**src/rtl/dds_cmd_pkg.sv**
```systemverilog
// Shared constants for the DDS command parser: header bytes, FSM encoding,
// per-channel payload byte offsets and field widths.
package dds_cmd_pkg;

  localparam logic [7:0] HDR_B0 = 8'h00;
  localparam logic [7:0] HDR_B1 = 8'h00;
  localparam logic [7:0] HDR_B2 = 8'h01;
  localparam logic [7:0] HDR_B3 = 8'h01;

  localparam int STATE_W = 4;
  localparam logic [STATE_W-1:0] S_H0     = 4'd0;
  localparam logic [STATE_W-1:0] S_H1     = 4'd1;
  localparam logic [STATE_W-1:0] S_H2     = 4'd2;
  localparam logic [STATE_W-1:0] S_H3     = 4'd3;
  localparam logic [STATE_W-1:0] S_LEN_H  = 4'd4;
  localparam logic [STATE_W-1:0] S_LEN_L  = 4'd5;
  localparam logic [STATE_W-1:0] S_PAY    = 4'd6;
  localparam logic [STATE_W-1:0] S_CHK    = 4'd7;
  localparam logic [STATE_W-1:0] S_COMMIT = 4'd8;

  localparam int FRQ_W   = 24;
  localparam int PARAM_W = 16;
  localparam int TYPE_W  = 3;

  localparam int CHAN_BYTES   = 12;
  localparam int CHAN_W       = CHAN_BYTES * 8;
  localparam int OFS_CTRL     = 0;
  localparam int OFS_FRQ      = 1;
  localparam int OFS_AMP      = 4;
  localparam int OFS_OFFSET   = 6;
  localparam int OFS_PHA      = 8;
  localparam int OFS_DUTY     = 10;
  localparam int CTRL_RUN_BIT = 3;

  typedef struct packed {
    logic               run;
    logic [TYPE_W-1:0]  typ;
    logic [FRQ_W-1:0]   frq;
    logic [PARAM_W-1:0] amp;
    logic [PARAM_W-1:0] offset;
    logic [PARAM_W-1:0] pha;
    logic [PARAM_W-1:0] duty;
  } chan_cfg_t;

  // Byte idx of a channel block; byte 0 sits in the most significant position.
  function automatic logic [7:0] chan_byte(input logic [CHAN_W-1:0] blk, input int idx);
    return blk[(CHAN_BYTES-1-idx)*8 +: 8];
  endfunction

endpackage

```
**src/rtl/dds_cmd_chan_unpack.sv**
```systemverilog
// Maps one big-endian 12-byte channel block onto the DDS configuration fields.
module dds_cmd_chan_unpack
  import dds_cmd_pkg::*;
(
  input  logic [CHAN_W-1:0] i_block,
  output chan_cfg_t         o_cfg
);

  logic [7:0] w_ctrl;
  logic       w_unused_ctrl;

  assign w_ctrl        = chan_byte(i_block, OFS_CTRL);
  // Upper nibble of the control byte is reserved.
  assign w_unused_ctrl = ^w_ctrl[7:4];

  assign o_cfg.run    = w_ctrl[CTRL_RUN_BIT];
  assign o_cfg.typ    = w_ctrl[TYPE_W-1:0];
  assign o_cfg.frq    = {chan_byte(i_block, OFS_FRQ), chan_byte(i_block, OFS_FRQ + 1),
                         chan_byte(i_block, OFS_FRQ + 2)};
  assign o_cfg.amp    = {chan_byte(i_block, OFS_AMP), chan_byte(i_block, OFS_AMP + 1)};
  assign o_cfg.offset = {chan_byte(i_block, OFS_OFFSET), chan_byte(i_block, OFS_OFFSET + 1)};
  assign o_cfg.pha    = {chan_byte(i_block, OFS_PHA), chan_byte(i_block, OFS_PHA + 1)};
  assign o_cfg.duty   = {chan_byte(i_block, OFS_DUTY), chan_byte(i_block, OFS_DUTY + 1)};

endmodule

```
**src/rtl/dds_cmd_parser.sv**
```systemverilog
// UART byte-stream frame parser committing two DDS channel configurations atomically.
// Define DDS_CMD_PARSER_CHECKSUM_EN to require a trailing modulo-256 payload sum byte.
module dds_cmd_parser
  import dds_cmd_pkg::*;
#(
  parameter int P_PAYLOAD_LEN    = 24,
  parameter int P_TIMEOUT_CYCLES = 50000
) (
  input  logic               i_clk,
  input  logic               i_rst_n,
  input  logic [7:0]         i_rx_data,
  input  logic               i_rx_valid,
  output logic               o_dds1_run,
  output logic [TYPE_W-1:0]  o_dds1_type,
  output logic [FRQ_W-1:0]   o_dds1_frq,
  output logic [PARAM_W-1:0] o_dds1_amp,
  output logic [PARAM_W-1:0] o_dds1_offset,
  output logic [PARAM_W-1:0] o_dds1_pha,
  output logic [PARAM_W-1:0] o_dds1_duty,
  output logic               o_dds2_run,
  output logic [TYPE_W-1:0]  o_dds2_type,
  output logic [FRQ_W-1:0]   o_dds2_frq,
  output logic [PARAM_W-1:0] o_dds2_amp,
  output logic [PARAM_W-1:0] o_dds2_offset,
  output logic [PARAM_W-1:0] o_dds2_pha,
  output logic [PARAM_W-1:0] o_dds2_duty,
  output logic               o_cfg_valid,
  output logic               o_frame_err
);

  localparam int SHADOW_W = P_PAYLOAD_LEN * 8;
  localparam int CNT_W    = $clog2(P_PAYLOAD_LEN);
  localparam int TO_W     = $clog2(P_TIMEOUT_CYCLES + 1);

  localparam logic [15:0]      LP_LEN    = 16'(P_PAYLOAD_LEN);
  localparam logic [CNT_W-1:0] LP_LAST   = CNT_W'(P_PAYLOAD_LEN - 1);
  localparam logic [TO_W-1:0]  LP_TO_MAX = TO_W'(P_TIMEOUT_CYCLES);

  logic [STATE_W-1:0]  r_state;
  logic [7:0]          r_len_hi;
  logic [CNT_W-1:0]    r_pay_cnt;
  logic [TO_W-1:0]     r_to_cnt;
  logic [SHADOW_W-1:0] r_shadow;
  chan_cfg_t           r_cfg1;
  chan_cfg_t           r_cfg2;
  logic                r_cfg_valid;
  logic                r_frame_err;
  chan_cfg_t           w_cfg1;
  chan_cfg_t           w_cfg2;
  logic                w_timeout;
`ifdef DDS_CMD_PARSER_CHECKSUM_EN
  logic [7:0]          r_sum;
`endif

  dds_cmd_chan_unpack u_unpack_ch1 (
    .i_block (r_shadow[SHADOW_W-1 -: CHAN_W]),
    .o_cfg   (w_cfg1)
  );

  dds_cmd_chan_unpack u_unpack_ch2 (
    .i_block (r_shadow[SHADOW_W-CHAN_W-1 -: CHAN_W]),
    .o_cfg   (w_cfg2)
  );

  // COMMIT is excluded so an error pulse can never coincide with o_cfg_valid.
  assign w_timeout = (r_state != S_H0) && (r_state != S_COMMIT) && (r_to_cnt == LP_TO_MAX);

  // NOTE: all state here is updated with <= so every register sees pre-edge values.
  always_ff @(posedge i_clk or negedge i_rst_n) begin
    if (!i_rst_n) begin
      r_state     <= S_H0;
      r_len_hi    <= '0;
      r_pay_cnt   <= '0;
      r_to_cnt    <= '0;
      r_shadow    <= '0;
      r_cfg1      <= '0;
      r_cfg2      <= '0;
      r_cfg_valid <= 1'b0;
      r_frame_err <= 1'b0;
`ifdef DDS_CMD_PARSER_CHECKSUM_EN
      r_sum       <= '0;
`endif
    end else begin
      r_cfg_valid <= 1'b0;
      r_frame_err <= 1'b0;

      if ((r_state == S_H0) || i_rx_valid)
        r_to_cnt <= '0;
      else if (r_to_cnt != LP_TO_MAX)
        r_to_cnt <= r_to_cnt + 1'b1;

      if (w_timeout) begin
        r_frame_err <= 1'b1;
        r_state     <= S_H0;
      end else if (r_state == S_COMMIT) begin
        r_cfg1      <= w_cfg1;
        r_cfg2      <= w_cfg2;
        r_cfg_valid <= 1'b1;
        r_state     <= (i_rx_valid && (i_rx_data == HDR_B0)) ? S_H1 : S_H0;
      end else if (i_rx_valid) begin
        case (r_state)
          S_H0: if (i_rx_data == HDR_B0) r_state <= S_H1;
          S_H1: r_state <= (i_rx_data == HDR_B1) ? S_H2 : S_H0;
          S_H2: begin
            if (i_rx_data == HDR_B2)     r_state <= S_H3;
            else if (i_rx_data != 8'h00) r_state <= S_H0;
          end
          S_H3: begin
            if (i_rx_data == HDR_B3)      r_state <= S_LEN_H;
            else if (i_rx_data == 8'h00)  r_state <= S_H1;
            else                          r_state <= S_H0;
          end
          S_LEN_H: begin
            r_len_hi <= i_rx_data;
            r_state  <= S_LEN_L;
          end
          S_LEN_L: begin
            if ({r_len_hi, i_rx_data} == LP_LEN) begin
              r_pay_cnt <= '0;
`ifdef DDS_CMD_PARSER_CHECKSUM_EN
              r_sum     <= '0;
`endif
              r_state   <= S_PAY;
            end else begin
              r_frame_err <= 1'b1;
              r_state     <= S_H0;
            end
          end
          S_PAY: begin
            // Shifting in keeps byte 0 at the top once the whole payload has arrived.
            r_shadow  <= {r_shadow[SHADOW_W-9:0], i_rx_data};
            r_pay_cnt <= r_pay_cnt + 1'b1;
`ifdef DDS_CMD_PARSER_CHECKSUM_EN
            r_sum     <= r_sum + i_rx_data;
            if (r_pay_cnt == LP_LAST) r_state <= S_CHK;
`else
            if (r_pay_cnt == LP_LAST) r_state <= S_COMMIT;
`endif
          end
`ifdef DDS_CMD_PARSER_CHECKSUM_EN
          S_CHK: begin
            if (i_rx_data == r_sum) begin
              r_state <= S_COMMIT;
            end else begin
              r_frame_err <= 1'b1;
              r_state     <= S_H0;
            end
          end
`endif
          default: r_state <= S_H0;
        endcase
      end
    end
  end

  assign o_dds1_run    = r_cfg1.run;
  assign o_dds1_type   = r_cfg1.typ;
  assign o_dds1_frq    = r_cfg1.frq;
  assign o_dds1_amp    = r_cfg1.amp;
  assign o_dds1_offset = r_cfg1.offset;
  assign o_dds1_pha    = r_cfg1.pha;
  assign o_dds1_duty   = r_cfg1.duty;
  assign o_dds2_run    = r_cfg2.run;
  assign o_dds2_type   = r_cfg2.typ;
  assign o_dds2_frq    = r_cfg2.frq;
  assign o_dds2_amp    = r_cfg2.amp;
  assign o_dds2_offset = r_cfg2.offset;
  assign o_dds2_pha    = r_cfg2.pha;
  assign o_dds2_duty   = r_cfg2.duty;
  assign o_cfg_valid   = r_cfg_valid;
  assign o_frame_err   = r_frame_err;

endmodule

```
**config.mk**
```make
export PLATFORM = sky130hd
export DESIGN_NAME = dds_cmd_parser
export DESIGN_NICKNAME = d
export VERILOG_FILES = /design/src/rtl/dds_cmd_pkg.sv /design/src/rtl/dds_cmd_chan_unpack.sv /design/src/rtl/dds_cmd_parser.sv
export SDC_FILE = /design/constraint.sdc
export NUM_CORES = 1
export LEC_CHECK = 0
export ABC_CLOCK_PERIOD_IN_PS = 4650
export BUFFER_PORTS_ARGS = -buffer_cell sky130_fd_sc_hd__buf_4
export CORE_ASPECT_RATIO = 1.75
export CORE_MARGIN = 1.5
export CORE_UTILIZATION = 45
export DETAILED_ROUTE_END_ITERATION = 8
export HOLD_SLACK_MARGIN = 0.1
export PLACE_DENSITY = 0.64
export SYNTH_ARGS = -nofsm -noshare
export SYNTH_HDL_FRONTEND = slang
export SYNTH_HIERARCHICAL = 1
export SYNTH_SLANG_ARGS = --single-unit
```
**constraint.sdc**
```tcl
create_clock -name i_clk -period 4.65 [get_ports i_clk]
set_input_delay 0.2325 -clock i_clk [delete_from_list [all_inputs] [get_ports i_clk]]
set_output_delay 0.2325 -clock i_clk [all_outputs]
set_load 0.05 [all_outputs]
```
# Word level (Yosys, flattened, before mapping)

Index checks and enable logic that the tools add are counted.

$add $sub $neg: 2
Eq/ne operators: 17
Multiplexer cells: 24
Bitwise logic cells: 2
Reductions and logical operators: 16

Operator list:

| cell                                            | count |
|---|---|
| 2-to-1 mux 16 bit                               | 2 |
| 2-to-1 mux 4 bit                                | 7 |
| case mux 4 bit (7 select lines)                 | 1 |
| adder 16 x 1 -> 16 bit (second input constant)  | 1 |
| == test 16 bit (second input constant)          | 1 |
| == test 16 x 5 -> 1 bit (second input constant) | 1 |
| inequality test 16 bit (second input constant)  | 1 |
| == test 4 x 3 -> 1 bit (second input constant)  | 3 |
| AND reduction 4 bit                             | 3 |
| case mux 5 bit (2 select lines)                 | 1 |
| 2-to-1 mux 1 bit                                | 9 |
| == test 4 x 2 -> 1 bit (second input constant)  | 2 |
| == test 8 x 1 -> 1 bit (second input constant)  | 1 |
| zero test 8 bit                                 | 1 |
| inequality test 4 bit (second input constant)   | 2 |
| nonzero test 8 bit                              | 1 |
| 2-to-1 mux 3 bit                                | 2 |
| adder 5 x 1 -> 5 bit (second input constant)    | 1 |
| == test 5 bit (second input constant)           | 1 |
| 2-to-1 mux 5 bit                                | 1 |
| inequality test 5 bit (second input constant)   | 1 |
| AND reduction 5 bit                             | 1 |
| == test 4 x 1 -> 1 bit (second input constant)  | 1 |
| == test 4 bit (second input constant)           | 1 |
| other kinds (11)                                | 15 |

Register bits after elaboration: 407
Input port bits: 11

# Longest topological paths before layout

Depth in word-level cells: 7
Gate-level depth with buffers: 11
Depth with buffers taken out: 8

# Cells and area by module

The synthesis kept the hierarchy.

Modules (own cells, without submodules):

| module              | instances | cells each | area each (µm²) | seq. area each (µm²) |
|---|---|---|---|---|
| dds_cmd_parser      | 1         | 1384       | 16345.7         | 10284.9 |
| dds_cmd_chan_unpack | 2         | 92         | 690.7           | 0.0 |

# Least setup slack after synthesis

OpenSTA, ideal clock, no wires.

Path type: register -> register
Start: register r_state[1]
End: register r_shadow[100]
Arrival: 1953 ps
Required time: 4525 ps
Setup slack: 2572 ps
Stages on the path, launching flop included: 10
Cells stage by stage: dfrtp_1 -> buf_2 -> nor3_2 -> nand2_1 -> o211a_1 -> and2_1 -> buf_6 -> buf_6 -> buf_6 -> mux2_4

Longest elaborated chain between the ends: 5

RTL lines:

| what                                                        | line                  | text |
|---|---|---|
| start, declared                                             | dds_cmd_parser.sv:39  | `logic [STATE_W-1:0] r_state;` |
| start signal, assigned                                      | dds_cmd_parser.sv:99  | `r_state <= (i_rx_valid && (i_rx_data == HDR_B0)) ? S_H1 : S_H0;` |
| start signal, assigned                                      | dds_cmd_parser.sv:103 | `S_H1: r_state <= (i_rx_data == HDR_B1) ? S_H2 : S_H0;` |
| inequality test 4 bit or nonzero test 4 bit (tied branches) | dds_cmd_parser.sv:66  | `assign w_timeout = (r_state != S_H0) && (r_state != S_COMMIT) && (r_to_cnt == LP_TO_MAX);` |
| logical AND 1 bit (2 in a row)                              | dds_cmd_parser.sv:66  |  |
| NOT 1 bit (no source line)                                  | -                     |  |
| AND reduction 4 bit (no source line) (*)                    | -                     |  |
| end signal, assigned                                        | dds_cmd_parser.sv:131 | `r_shadow <= {r_shadow[SHADOW_W-9:0], i_rx_data};` |
| end, declared                                               | dds_cmd_parser.sv:43  | `logic [SHADOW_W-1:0] r_shadow;` |

Mark *: on every way between the ends. The rest lies on a longest branch, timed or not.
A chain may end at the register's enable or synchronous reset.

# Worst setup path after layout

Start: register r_state[1]
End: register r_shadow[152]

Same word-level chain as after synthesis.

==> impl_summary.log <==
INFO  metric first_drt_pass_iteration_count = 5
INFO  metric global_route_hottest_layer = met2
INFO  metric final-setup-viol-count = 0
INFO  metric post_cts_sizing_count = 0
INFO  metric placeableCoreArea = roughly 0.039 mm2
INFO  metric number_of_levels_in_the_clock_h_tree = 2
INFO  metric drive_gt1_share = 29.29%
INFO  metric ant_nets = 0
INFO  metric cts.repair_timing.setup_buffer_count = 0
INFO  metric relSlewSlack = between 10% and 20%
INFO  metric postSynthCellCount = 1,560
INFO  metric dp_hpwl = 22.55 mm
INFO  metric grt.met1_usage = 22.18%
INFO  metric gp_congestion = approximately 0.75
INFO  metric slew_worst_pin = 1.207 ns
INFO  metric startpoint = r_state[1]
INFO  metric tritoncts = done
INFO  metric clock_path_buffers = 3
INFO  metric cts-buffers-inserted = 38
INFO  metric total_leakage_power = 10.39 nW
INFO  metric timing.reg2reg.worst_path_depth = 6
INFO  metric power_density = ~350 mW/mm2
INFO  metric nets = 1,579
INFO  metric multiInputGateArea = 0.005619 mm2
INFO  metric pin_count = a little under 200
INFO  metric hold-path-cell-count = 4
INFO  metric critPathCapture = r_shadow[152]
INFO  metric grt.total_usage = 17.59%
INFO  metric detail_route.vias_per_cell = 4.905
INFO  metric max_freq = between 0.2 and 0.3 GHz
INFO  metric cp_slowest_stage_delay = 0.92 ns
INFO  metric type_of_element_launching_the_critical_path = register
INFO  metric final_setup_slack_of_the_worst_path = around 1.2 ns
INFO  metric status = finished, final reports clean
INFO  metric detail_route.wl_per_cell = 16.96 um
INFO  metric areaGrowthSynthToFinish = 10.28%
INFO  metric regArea = between 0.01 and 0.015 mm2
INFO  metric rows = 95
INFO  metric power.combinational.fraction = 2.5%
INFO  metric sinks_on_the_clock_net = 407
INFO  metric hp-class = primary input to register
INFO  metric power_switching = 1.456 mW
INFO  metric initial_core_util = 45.65%
INFO  metric ys.warnings.count = 6
INFO  metric maxCapViolCount = 0
INFO  metric grt.overflow.total = 0
INFO  metric grt_pass1_vias = about 10,000
INFO  metric cts.reportedPaths.clkPinSlew = approximately 0.06 ns
INFO  metric min_period = ~3.4 ns
INFO  metric syn-cell-area = 0.01758 mm2
INFO  metric intPower = 5.392 mW
INFO  metric grt_util_met3 = 3.024%
INFO  metric peakVddDrop = roughly 0.20 mV
INFO  metric min_period_over_period = about three quarters
INFO  metric timing.critical_path.depth = 6
INFO  metric antenna_found_initial = 0
INFO  metric worstPathBufferInverterCount = 1
INFO  metric die_extent_in_x = 152.4 um
INFO  metric synth.avg_cell_area = between 10 and 15 um2
INFO  metric met2_usage = 30.12%
INFO  metric reg2reg_setup_slack = 1.24 ns
INFO  metric setup-tns-final = 0 ns
INFO  metric clock_insertion_delay_worst_skew = 0.54 ns
INFO  metric largest_net_degree_at_the_start_of_global_routing = 140
INFO  metric portBuffers = 196
INFO  metric dr.first_iter.drc_count = 541
INFO  metric crit_chain = nor3_2 -> nand2_4 -> o211a_1 -> and2_4 -> buf_4 -> mux2_1
INFO  metric critPathTopFamily = simple AND/OR/NAND/NOR gates
INFO  metric critPathMaxFanout = 72
INFO  metric grt_first_pass_wirelength = 57.08 mm
INFO  metric placement.setup.worst_slack = 1.241 ns
INFO  metric pwr-share-clk = 45.4%
INFO  metric critical-path-slowest-cell = sky130_fd_sc_hd__and2_4
INFO  metric unrepaired_setup_endpoints_after_global_routing = false
INFO  metric n_fill_cell = 3,470
INFO  metric drc = 0
INFO  metric timing.critical_path.to_type = register
INFO  metric r2r_start = r_state[1]
INFO  metric timing.final.hold_violations = 0
INFO  metric place.detailed.instances = 2,001
INFO  metric worstPathRequired = 5.07 ns
INFO  metric layoutNonFillerInstCount = just over 2,000
INFO  metric cp.arrival = 3.83 ns
INFO  metric die_h = 264.5 um
INFO  metric maxSlewViolCount = 0
INFO  metric die-area = around 0.04 mm2
INFO  metric post_cts_hold_buffer_count = 9
INFO  metric antenna_cells_inserted = 0
INFO  metric criticalPathCategory = register to register
INFO  metric clockRootBuffer = sky130_fd_sc_hd__clkbuf_16
INFO  metric power_frac_seq = 52.1%
INFO  metric swShare = 21.26%
INFO  metric final.setup_skew = 0.01789 ns
INFO  metric dr_total_vias = between 10,000 and 15,000
INFO  metric post_syn_nets = 1,574
INFO  metric r2r-end = r_shadow[152]
INFO  metric total_wirelength = ~35 mm
## area by class of cell
cell class,instances,share of cell area (%)
clock buffers,57,5.846
inverters,4,0.1032
flip-flops and latches,407,52.53
clock inverters,9,0.5227
well taps,485,3.130
repair buffers,219,8.892
multi-input cells,895,28.98
## power groups by stage
stage	clock network (mW)	registers [mW]	logic, mW
finish	3.11	3.57	0.173
global route	3.34	3.57	0.199
CTS	3.21	3.57	0.180
detailed placement	0	3.63	0.173
global placement	0	3.63	0.170
floorplan	0	3.62	0.0762
## worst register-to-register path, delay by kind of cell, from the launching register on
family,cells,cell delay [ns]
AO/OA/AOI/OAI,1,0.25
buffers and inverters,1,0.46
multiplexers,1,0.36
AND/OR/NAND/NOR,3,1.54
flip-flops,1,0.69
## layer usage
metal	up-vias	wire length, um
met3	59	1387
li1	4832	-
met1	5070	14590
met4	0	1193
met5	-	0
met2	222	18030
## worst min path at each step
stage | slack [ns] | endpoint | startpoint
6_report | 0.20 | r_state[1] | i_rx_valid
5_1_grt | 0.20 | r_state[0] | i_rx_valid
3_3_place_gp | 0.30 | o_dds1_amp[1] | i_rst_n
3_5_place_dp | 0.31 | r_shadow[144] | i_rst_n
2_1_floorplan | -0.06 | o_cfg_valid | i_rst_n
4_1_cts | 0.17 | r_state[1] | i_rx_valid
## layout by cell type, fill, tap and decap left out, drive strengths merged, types with 9 or more instances in the layout
cell type      n
mux2         197
or3            9
dlygate4sd3    9
clkbuf        57
a21oi         13
buf          210
nor2          21
o21ai         20
nand2        570
dfrtp        407
## state kept, by name, indices dropped and copies added, names as in the netlist, 3 cells and up
name / flops
r_shadow: 188
o_dds1_pha: 16
o_dds2_frq: 24
o_dds2_offset: 16
o_dds2_amp: 16
o_dds1_amp: 16
r_pay_cnt: 5
r_to_cnt: 16
o_dds2_pha: 16
o_dds1_frq: 24
r_len_hi: 8
o_dds1_offset: 16
o_dds1_duty: 16
r_state: 4
o_dds1_type: 3
o_dds2_duty: 16
o_dds2_type: 3
## metrics by stage
step	utilization (%)	total power, mW	cell area [um2]	hold WS (ns)
after detailed placement	46.91	3.807	18060	0.3079
after floorplan	-	3.700	17580	-0.06309
after CTS	50.35	6.955	19390	0.1667
final	50.35	6.849	19390	0.1983
after global placement	46.91	3.802	18060	0.2984
after global routing	50.35	7.103	19390	0.2037
No activity file was read; power rests on OpenSTA's default activity.
